--- config.mk ---
export PLATFORM = sky130hd
export DESIGN_NAME = entity_loader
export DESIGN_NICKNAME = d
export VERILOG_FILES = /design/src/rtl/entity_loader_pkg.sv /design/src/rtl/entity_loader_rx_parser.sv /design/src/rtl/entity_loader.sv
export SDC_FILE = /design/constraint.sdc
export NUM_CORES = 1
export LEC_CHECK = 0
export CAP_MARGIN = 20
export CORE_UTILIZATION = 40
export CTS_CLUSTER_SIZE = 24
export DETAILED_ROUTE_END_ITERATION = 7
export DONT_BUFFER_PORTS = 1
export GPL_TIMING_DRIVEN = 0
export SLEW_MARGIN = 40
export SYNTH_ARGS = -nofsm -noshare
export SYNTH_HDL_FRONTEND = slang
export SYNTH_SLANG_ARGS = --single-unit
--- constraint.sdc ---
create_clock -name clk -period 10.2 [get_ports clk]
set_clock_uncertainty 0.05 [all_clocks]
set_input_delay 2.55 -clock clk [delete_from_list [all_inputs] [get_ports clk]]
set_output_delay 2.55 -clock clk [all_outputs]
set_load 0.01 [all_outputs]
--- src/rtl/entity_loader_pkg.sv ---
// entity_loader_pkg
// Shared definitions for the entity loader: descriptor layout, reset
// descriptor, stream framing bit positions and the receive FSM states.
// Configuration macro used by the top level: ENTITY_LOADER_SYNC_EN.
package entity_loader_pkg;

    // Descriptor layout: [13:10] ID, [9:8] orientation, [7:0] tile location
    localparam int ENTITY_W   = 14;
    localparam int ID_LSB     = 10;
    localparam int ORIENT_LSB = 8;
    localparam int TILE_LSB   = 0;
    localparam int ID_W       = 4;

    // ID marking an unused channel; every slot holds this after reset
    localparam logic [ID_W-1:0]     UNUSED_ID  = 4'hF;
    localparam logic [ENTITY_W-1:0] RESET_DESC = {UNUSED_ID, 2'b00, 8'h00};

    // Stream framing
    localparam int HDR_BIT        = 7;
    localparam int CMD_COMMIT_BIT = 6;
    localparam int SLOT_W         = 4;
    localparam int HALF_W         = 7;   // payload bits carried per data byte

    typedef enum logic [1:0] {
        IDLE = 2'd0,
        HI   = 2'd1,
        LO   = 2'd2
    } rx_state_t;

endpackage

--- src/rtl/entity_loader_rx_parser.sv ---
// entity_rx_parser
// Decodes the framed byte stream into shadow-bank write requests and
// commit requests.
// Ports:
//   clk, rst_n          clock, synchronous active-low reset
//   byte_in, byte_vld   accepted stream byte and its strobe
//   wr_en               one-cycle write request (combinational, same cycle
//                       as the final data byte)
//   wr_slot, wr_data    target slot and assembled descriptor
//   commit_req          commit header seen this cycle
//   err                 protocol error seen this cycle
module entity_rx_parser
    import entity_loader_pkg::*;
#(
    parameter int NUM_ENTITIES = 9
) (
    input  logic                clk,
    input  logic                rst_n,
    input  logic [7:0]          byte_in,
    input  logic                byte_vld,
    output logic                wr_en,
    output logic [SLOT_W-1:0]   wr_slot,
    output logic [ENTITY_W-1:0] wr_data,
    output logic                commit_req,
    output logic                err
);

    localparam logic [SLOT_W:0] NUM_SLOTS = (SLOT_W+1)'(NUM_ENTITIES);

    rx_state_t         state, state_d;
    logic [SLOT_W-1:0] slot_q, slot_d;
    logic [HALF_W-1:0] upper_q, upper_d;

    logic is_hdr, is_commit, slot_ok;

    assign is_hdr    = byte_in[HDR_BIT];
    assign is_commit = byte_in[CMD_COMMIT_BIT];
    assign slot_ok   = {1'b0, slot_q} < NUM_SLOTS;

    // State register; slot/upper are payload and need no reset
    always_ff @(posedge clk) begin
        if (!rst_n) begin
            state <= IDLE;
        end else begin
            state <= state_d;
        end
        slot_q  <= slot_d;
        upper_q <= upper_d;
    end

    // Next state. A header always restarts framing, whatever the state.
    always_comb begin
        state_d = state;
        slot_d  = slot_q;
        upper_d = upper_q;
        if (byte_vld) begin
            if (is_hdr) begin
                if (is_commit) begin
                    state_d = IDLE;
                end else begin
                    state_d = HI;
                    slot_d  = byte_in[SLOT_W-1:0];
                end
            end else begin
                case (state)
                    IDLE: state_d = IDLE;
                    HI: begin
                        state_d = LO;
                        upper_d = byte_in[HALF_W-1:0];
                    end
                    LO:      state_d = IDLE;
                    default: state_d = IDLE;
                endcase
            end
        end
    end

    // Outputs. An out-of-range slot is parsed fully and only rejected at
    // the final byte, so the stream stays in step with the sender.
    always_comb begin
        wr_en      = 1'b0;
        err        = 1'b0;
        commit_req = 1'b0;
        wr_slot    = slot_q;
        wr_data    = {upper_q, byte_in[HALF_W-1:0]};
        if (byte_vld) begin
            if (is_hdr) begin
                err        = (state != IDLE);
                commit_req = is_commit;
            end else begin
                case (state)
                    IDLE: err = 1'b1;
                    LO: begin
                        wr_en = slot_ok;
                        err   = !slot_ok;
                    end
                    default: ;
                endcase
            end
        end
    end

endmodule

--- src/rtl/entity_loader.sv ---
// entity_loader
// Receives entity descriptors over a framed byte stream into a shadow bank
// and copies the shadow bank to the active bank on a frame boundary after a
// commit, so the renderer never sees a half-updated scene.
// Ports:
//   clk, rst_n       clock, synchronous active-low reset
//   data_in          stream byte
//   data_valid       byte strobe
//   frame_sync       one-cycle pulse at the frame boundary
//   entities         active bank, slot k at [k*ENTITY_W +: ENTITY_W]
//   commit_pending   commit requested, swap not yet done
//   swap_done        one-cycle pulse the cycle after the swap
//   err              one-cycle pulse after a protocol error
// Macro ENTITY_LOADER_SYNC_EN: when defined, data_in/data_valid pass through
// a 2-flop synchroniser and a byte is taken on the rising edge of the
// synchronised strobe (for direct connection to external pins).
module entity_loader
    import entity_loader_pkg::*;
#(
    parameter int NUM_ENTITIES = 9
) (
    input  logic                             clk,
    input  logic                             rst_n,
    input  logic [7:0]                       data_in,
    input  logic                             data_valid,
    input  logic                             frame_sync,
    output logic [NUM_ENTITIES*ENTITY_W-1:0] entities,
    output logic                             commit_pending,
    output logic                             swap_done,
    output logic                             err
);

    logic [7:0]          rx_byte;
    logic                rx_vld;
    logic                wr_en, commit_req, rx_err, do_swap;
    logic [SLOT_W-1:0]   wr_slot;
    logic [ENTITY_W-1:0] wr_data;

    logic [ENTITY_W-1:0] shadow [NUM_ENTITIES];
    logic [ENTITY_W-1:0] active [NUM_ENTITIES];

`ifdef ENTITY_LOADER_SYNC_EN
    logic [7:0] data_p0, data_p1;
    logic       vld_p0, vld_p1, vld_p2;

    // Stage p0/p1: metastability flops; p2 holds the previous strobe level
    always_ff @(posedge clk) begin
        data_p0 <= data_in;
        data_p1 <= data_p0;
    end

    always_ff @(posedge clk) begin
        if (!rst_n) begin
            vld_p0 <= 1'b0;
            vld_p1 <= 1'b0;
            vld_p2 <= 1'b0;
        end else begin
            vld_p0 <= data_valid;
            vld_p1 <= vld_p0;
            vld_p2 <= vld_p1;
        end
    end

    assign rx_byte = data_p1;
    assign rx_vld  = vld_p1 & ~vld_p2;
`else
    assign rx_byte = data_in;
    assign rx_vld  = data_valid;
`endif

    entity_rx_parser #(
        .NUM_ENTITIES (NUM_ENTITIES)
    ) u_parser (
        .clk        (clk),
        .rst_n      (rst_n),
        .byte_in    (rx_byte),
        .byte_vld   (rx_vld),
        .wr_en      (wr_en),
        .wr_slot    (wr_slot),
        .wr_data    (wr_data),
        .commit_req (commit_req),
        .err        (rx_err)
    );

    assign do_swap = frame_sync && commit_pending;

    // Active takes the pre-edge shadow, so a write finishing in the swap
    // cycle lands in shadow only and waits for the next commit.
    always_ff @(posedge clk) begin
        if (!rst_n) begin
            for (int k = 0; k < NUM_ENTITIES; k++) begin
                shadow[k] <= RESET_DESC;
                active[k] <= RESET_DESC;
            end
        end else begin
            for (int k = 0; k < NUM_ENTITIES; k++) begin
                if (do_swap) begin
                    active[k] <= shadow[k];
                end
                if (wr_en && (wr_slot == SLOT_W'(k))) begin
                    shadow[k] <= wr_data;
                end
            end
        end
    end

    // A commit arriving in the swap cycle re-arms pending for the next frame
    always_ff @(posedge clk) begin
        if (!rst_n) begin
            commit_pending <= 1'b0;
            swap_done      <= 1'b0;
            err            <= 1'b0;
        end else begin
            if (commit_req) begin
                commit_pending <= 1'b1;
            end else if (do_swap) begin
                commit_pending <= 1'b0;
            end
            swap_done <= do_swap;
            err       <= rx_err;
        end
    end

    always_comb begin
        entities = '0;
        for (int k = 0; k < NUM_ENTITIES; k++) begin
            entities[k*ENTITY_W +: ENTITY_W] = active[k];
        end
    end

endmodule
Yosys cells after proc, flatten, opt, wreduce, memory -nomap -nowiden
Memories as Yosys holds them, arrays and structs flattened.
Cells that the tools add are included.
{ "totals": {"ram_bits": 252, "output_inout_bits": 129, "ff_bits": 16, "n_memories": 2, "inputBits": 12, "word_cells": 118, "mem_bits_ro": 0, "latchBits": 0} }
{ "mem_list": {"columns": ["memory", "depth", "word_bits", "rd", "rd_ports_with_merged_regs", "wr", "line_no", "rtl"], "rows": [
  ["active", 9, 14, 9, 0, 9, "entity_loader.sv:40", "logic [ENTITY_W-1:0] active [NUM_ENTITIES];"],
  ["shadow", 9, 14, 9, 0, 9, "entity_loader.sv:39", "logic [ENTITY_W-1:0] shadow [NUM_ENTITIES];"]
]} }
{ "op_classes": {"multipliers": 0, "magnitude_cmp": 1, "add_sub_neg": 0, "shifts": 0, "bitwise": 20, "div": 0, "reduce_logical": 18, "eq_ne": 10, "muxes": 61} }
{ "op_table": {"columns": ["cell", "n"], "rows": [
  ["2-to-1 mux 14 bit", 18],
  ["2-to-1 mux 1 bit", 40],
  ["bitwise OR 1 bit", 18],
  ["== test 4 x 3 -> 1 bit (second input constant)", 4],
  ["logical AND 1 bit", 10],
  ["== test 4 x 2 -> 1 bit (second input constant)", 2],
  ["AND reduction 3 bit", 2],
  ["== test 4 x 1 -> 1 bit (second input constant)", 1],
  ["== test 4 bit (second input constant)", 1],
  ["zero test 4 bit", 1],
  ["less-than comparator 4 bit (second input constant)", 1],
  ["2-to-1 mux 2 bit", 2],
  ["nonzero test 2 bit", 2],
  ["== test 2 x 1 -> 1 bit (second input constant)", 1],
  ["== test 2 bit (second input constant)", 1],
  ["zero test 2 bit", 1],
  ["NOT 1 bit", 2],
  ["case mux 1 bit (2 select lines)", 1],
  ["AND reduction 2 bit", 1],
  ["zero test 1 bit", 1]
]} }

Longest topological paths before layout
{ "depth": {"ltp_word": 9, "depth_mapped": 5, "depth_no_buf": 3} }

Modules after synthesis
Synthesis repeated with hierarchy kept, for this count alone.
{ "unflattened": {"hier_cells": 470, "hier_area_um2": 9277.6} }
{ "by_module_without_submodules": {"columns": ["module", "cells_per_inst", "n_inst", "area_each_um2", "seq_area_each_um2"], "rows": [
  ["entity_loader", 436, 1, 8757.1, 7627.3],
  ["entity_rx_parser", 34, 1, 520.5, 370.4]
]} }

Worst setup path before layout
No wires, ideal clock.
{ "synth_path": {"path_type": "in2reg", "startpoint": "in rst_n", "endpoint": "mem active[0][0], enable pin", "setup_time_ps": 1096, "t_required_ps": 9054, "path_buffers": 1, "arrival_time_ps": 4893, "cell_stages": 2, "slack_ps": 4161, "cell_sequence": "clkbuf_1 > nand2_1"} }
{ "synth_lines": {"columns": ["item", "line_no", "rtl"], "rows": [
  ["start: declaration", "entity_loader.sv:23", "input logic rst_n,"],
  ["end: declaration", "entity_loader.sv:40", null]
]} }

==> metrics <==
clock-pin slew of the registers on the worst-case setup and hold paths approximately 0.060 ns; 1st-iter DRT viols about 210; placed cell count 762; Routed WL 17.5 mm; commonest non-fill, non-tap cell in the layout edfxtp_1; Non-Filler Instances 813; maximum vdd drop 0.000110 V; Max-Cap Viols 0; Finished Core Util a little under half; final setup fails 0; first-pass GRT wire length roughly 26 mm; root buffer cell clkbuf_16; CP Max Fanout 10; # IOs around 140; fin area 10700 um^2; commonest register cell after synthesis edfxtp_1; crit path capture type flip-flop; 1st-pass router iterations 5; Sw Ratio 19.3%; crit path buf inv count 1; total global-route track usage 15.0%; Via density between 4 and 5; Comb power frac 1.7%; mapped cell area 9200 um^2; worst slew pin tran 0.742 ns; Hold Path Class flip-flop to flip-flop; GRT overflow 0; Critical-path top delay cell and2_1; Psw 443 uW; wire length per cell 21.5 um; Largest stage delay, worst path 0.61 ns; Final ANT Viol Nets 0; Post-synth EDFFs 263; Area Overhead vs Synth 16.4%; CP Data Required Time approximately 10 ns; Seq/Total Area, Yosys between 80 and 90%; # hold bufs at CTS 0; row count 55; post-CTS resize count 0; asr flop ratio synth 0%; Clock Path Buffers 3; Tcrit/Tclk final 36.2%; CTS Buf Count 27; HPWL after detailed placement 11.0 mm; Tmin final 3.69 ns; Sink Count 268; via count just under 4000; Synth area leaders edfxtp_1, and2_1, nand2b_1; Clock power frac roughly 44%; Int Pwr between 1500 and 2000 uW; Die ar. 23600 um^2; syn nets 475; setup TNS 0 ns; nature of the critical path startpoint input pin; Cells after Synth around 460; max frequency 0.271 GHz; most frequent cells in the layout edfxtp_1, and2_1, nand2b_1, clkbuf_16; CTS tree yes; Lkg Pwr 0.00350 uW; Yosys warning count 0; Die X 154 um; power share of the sequential group between 50% and 60%; final RePlAce weighted congestion about 0.76; IO Port Bufs 0; clock latency on the worst-skew pair 0.52 ns; H-Tree Depth 1; Yosys top cell by area edfxtp_1; antenna violations before repair 1; Die Y 154 um; Final Hold Viols 0; vias in the first global route 3957; DP Area 9780 um^2; Synth cell types 24; kind of critical path input pin to flip-flop; Initial Utilization just over 40%; Power Density 215 nW/um^2; share of layout cells above drive strength 1 15.0%; CP delay by family, top simple AND/OR/NAND/NOR gates; Worst slew margin between 50% and 60%; share of the synthesized area in the top cell type roughly 86%; Yosys reg bits approximately 270; largest net degree at the start of global routing 49; core area 22600 um^2; Nets 518; Mapped Avg Cell Area 19.9 um^2; WP data arrival 3.86 ns; drt drc 0; setup bufs post-CTS 0; cells along the critical path and4bb_2 -> and3_4 -> buf_6 -> and2_1; max-slew violations 0; status completed; RSZ-0062 raised after global routing no
-- area by class of cell --
class                      instances  area, um^2
fill                            1910       11900
sequential                       268        8000
multi-input combinational        179        1230
clock buffer                      35         736
tap                              285         357
clock inverter                    15         179
timing repair buffer              14         119
buffer                            16        85.1
antenna                            1        2.50
-- layer usage --
layer  vias to the layer above  global-route usage (%)  wire length (um)
li1                       1793                       -                 -
met1                      1983                    20.6              7990
met2                       112                    23.9              8230
met3                        27                    3.49               947
met4                         0                    4.33               350
met5                         -                       0                 0
-- worst paths after layout --
check	start	endpoint	slack, ns	depth (start not counted)
max	data_in[7]	shadow[0][20]	6.51	4
min	shadow[0][11]	active[0][11]	0.45	1
max reg2reg	u_parser.wr_slot[2]	shadow[0][20]	7.82	4
min reg2reg	shadow[0][11]	active[0][11]	0.45	1
-- synthesized netlist by cell type (all sizes together) (2+ instances only) --
master,n
nor2,4
o21ai,3
and2,100
edfxtp,263
and3,2
buf,7
nor2b,2
clkbuf,9
a21oi,2
o31ai,5
dfxtp,5
o21a,3
nand2,7
nand3,2
nand2b,43
o41ai,2
-- power groups by stage --
stage	sequential, uW	combinational [uW]	clock, uW
finish	1260	39.0	1000
CTS	1260	39.9	1030
global route	1260	42.8	1070
global placement	1290	30.2	0
detailed placement	1280	39.8	0
floorplan	1280	21.4	0
-- kinds of logic after synthesis --
family	Yosys count	synth area share, %
compound gates	16	1.20
buf+inv	16	0.911
flops	268	87.0
simple gates	163	10.9
-- registers in the layout, indices dropped and copies added (netlist names) --
| name | flops |
|---|---|
| u_parser.state | 2 |
| commit_pending | 1 |
| u_parser.wr_slot | 4 |
| shadow | 126 |
| active | 126 |
| err | 1 |
| u_parser.upper_q | 7 |
| swap_done | 1 |
-- through the flow --
step	power [uW]	hold slack (ns)	setup WS (ns)
floorplan	1300	0.427	4.16
global placement	1320	0.438	3.07
detailed placement	1320	0.437	5.66
CTS	2330	0.455	6.22
global route	2370	0.465	6.42
finish	2300	0.449	6.51
Power figures use the tool's default switching activity.
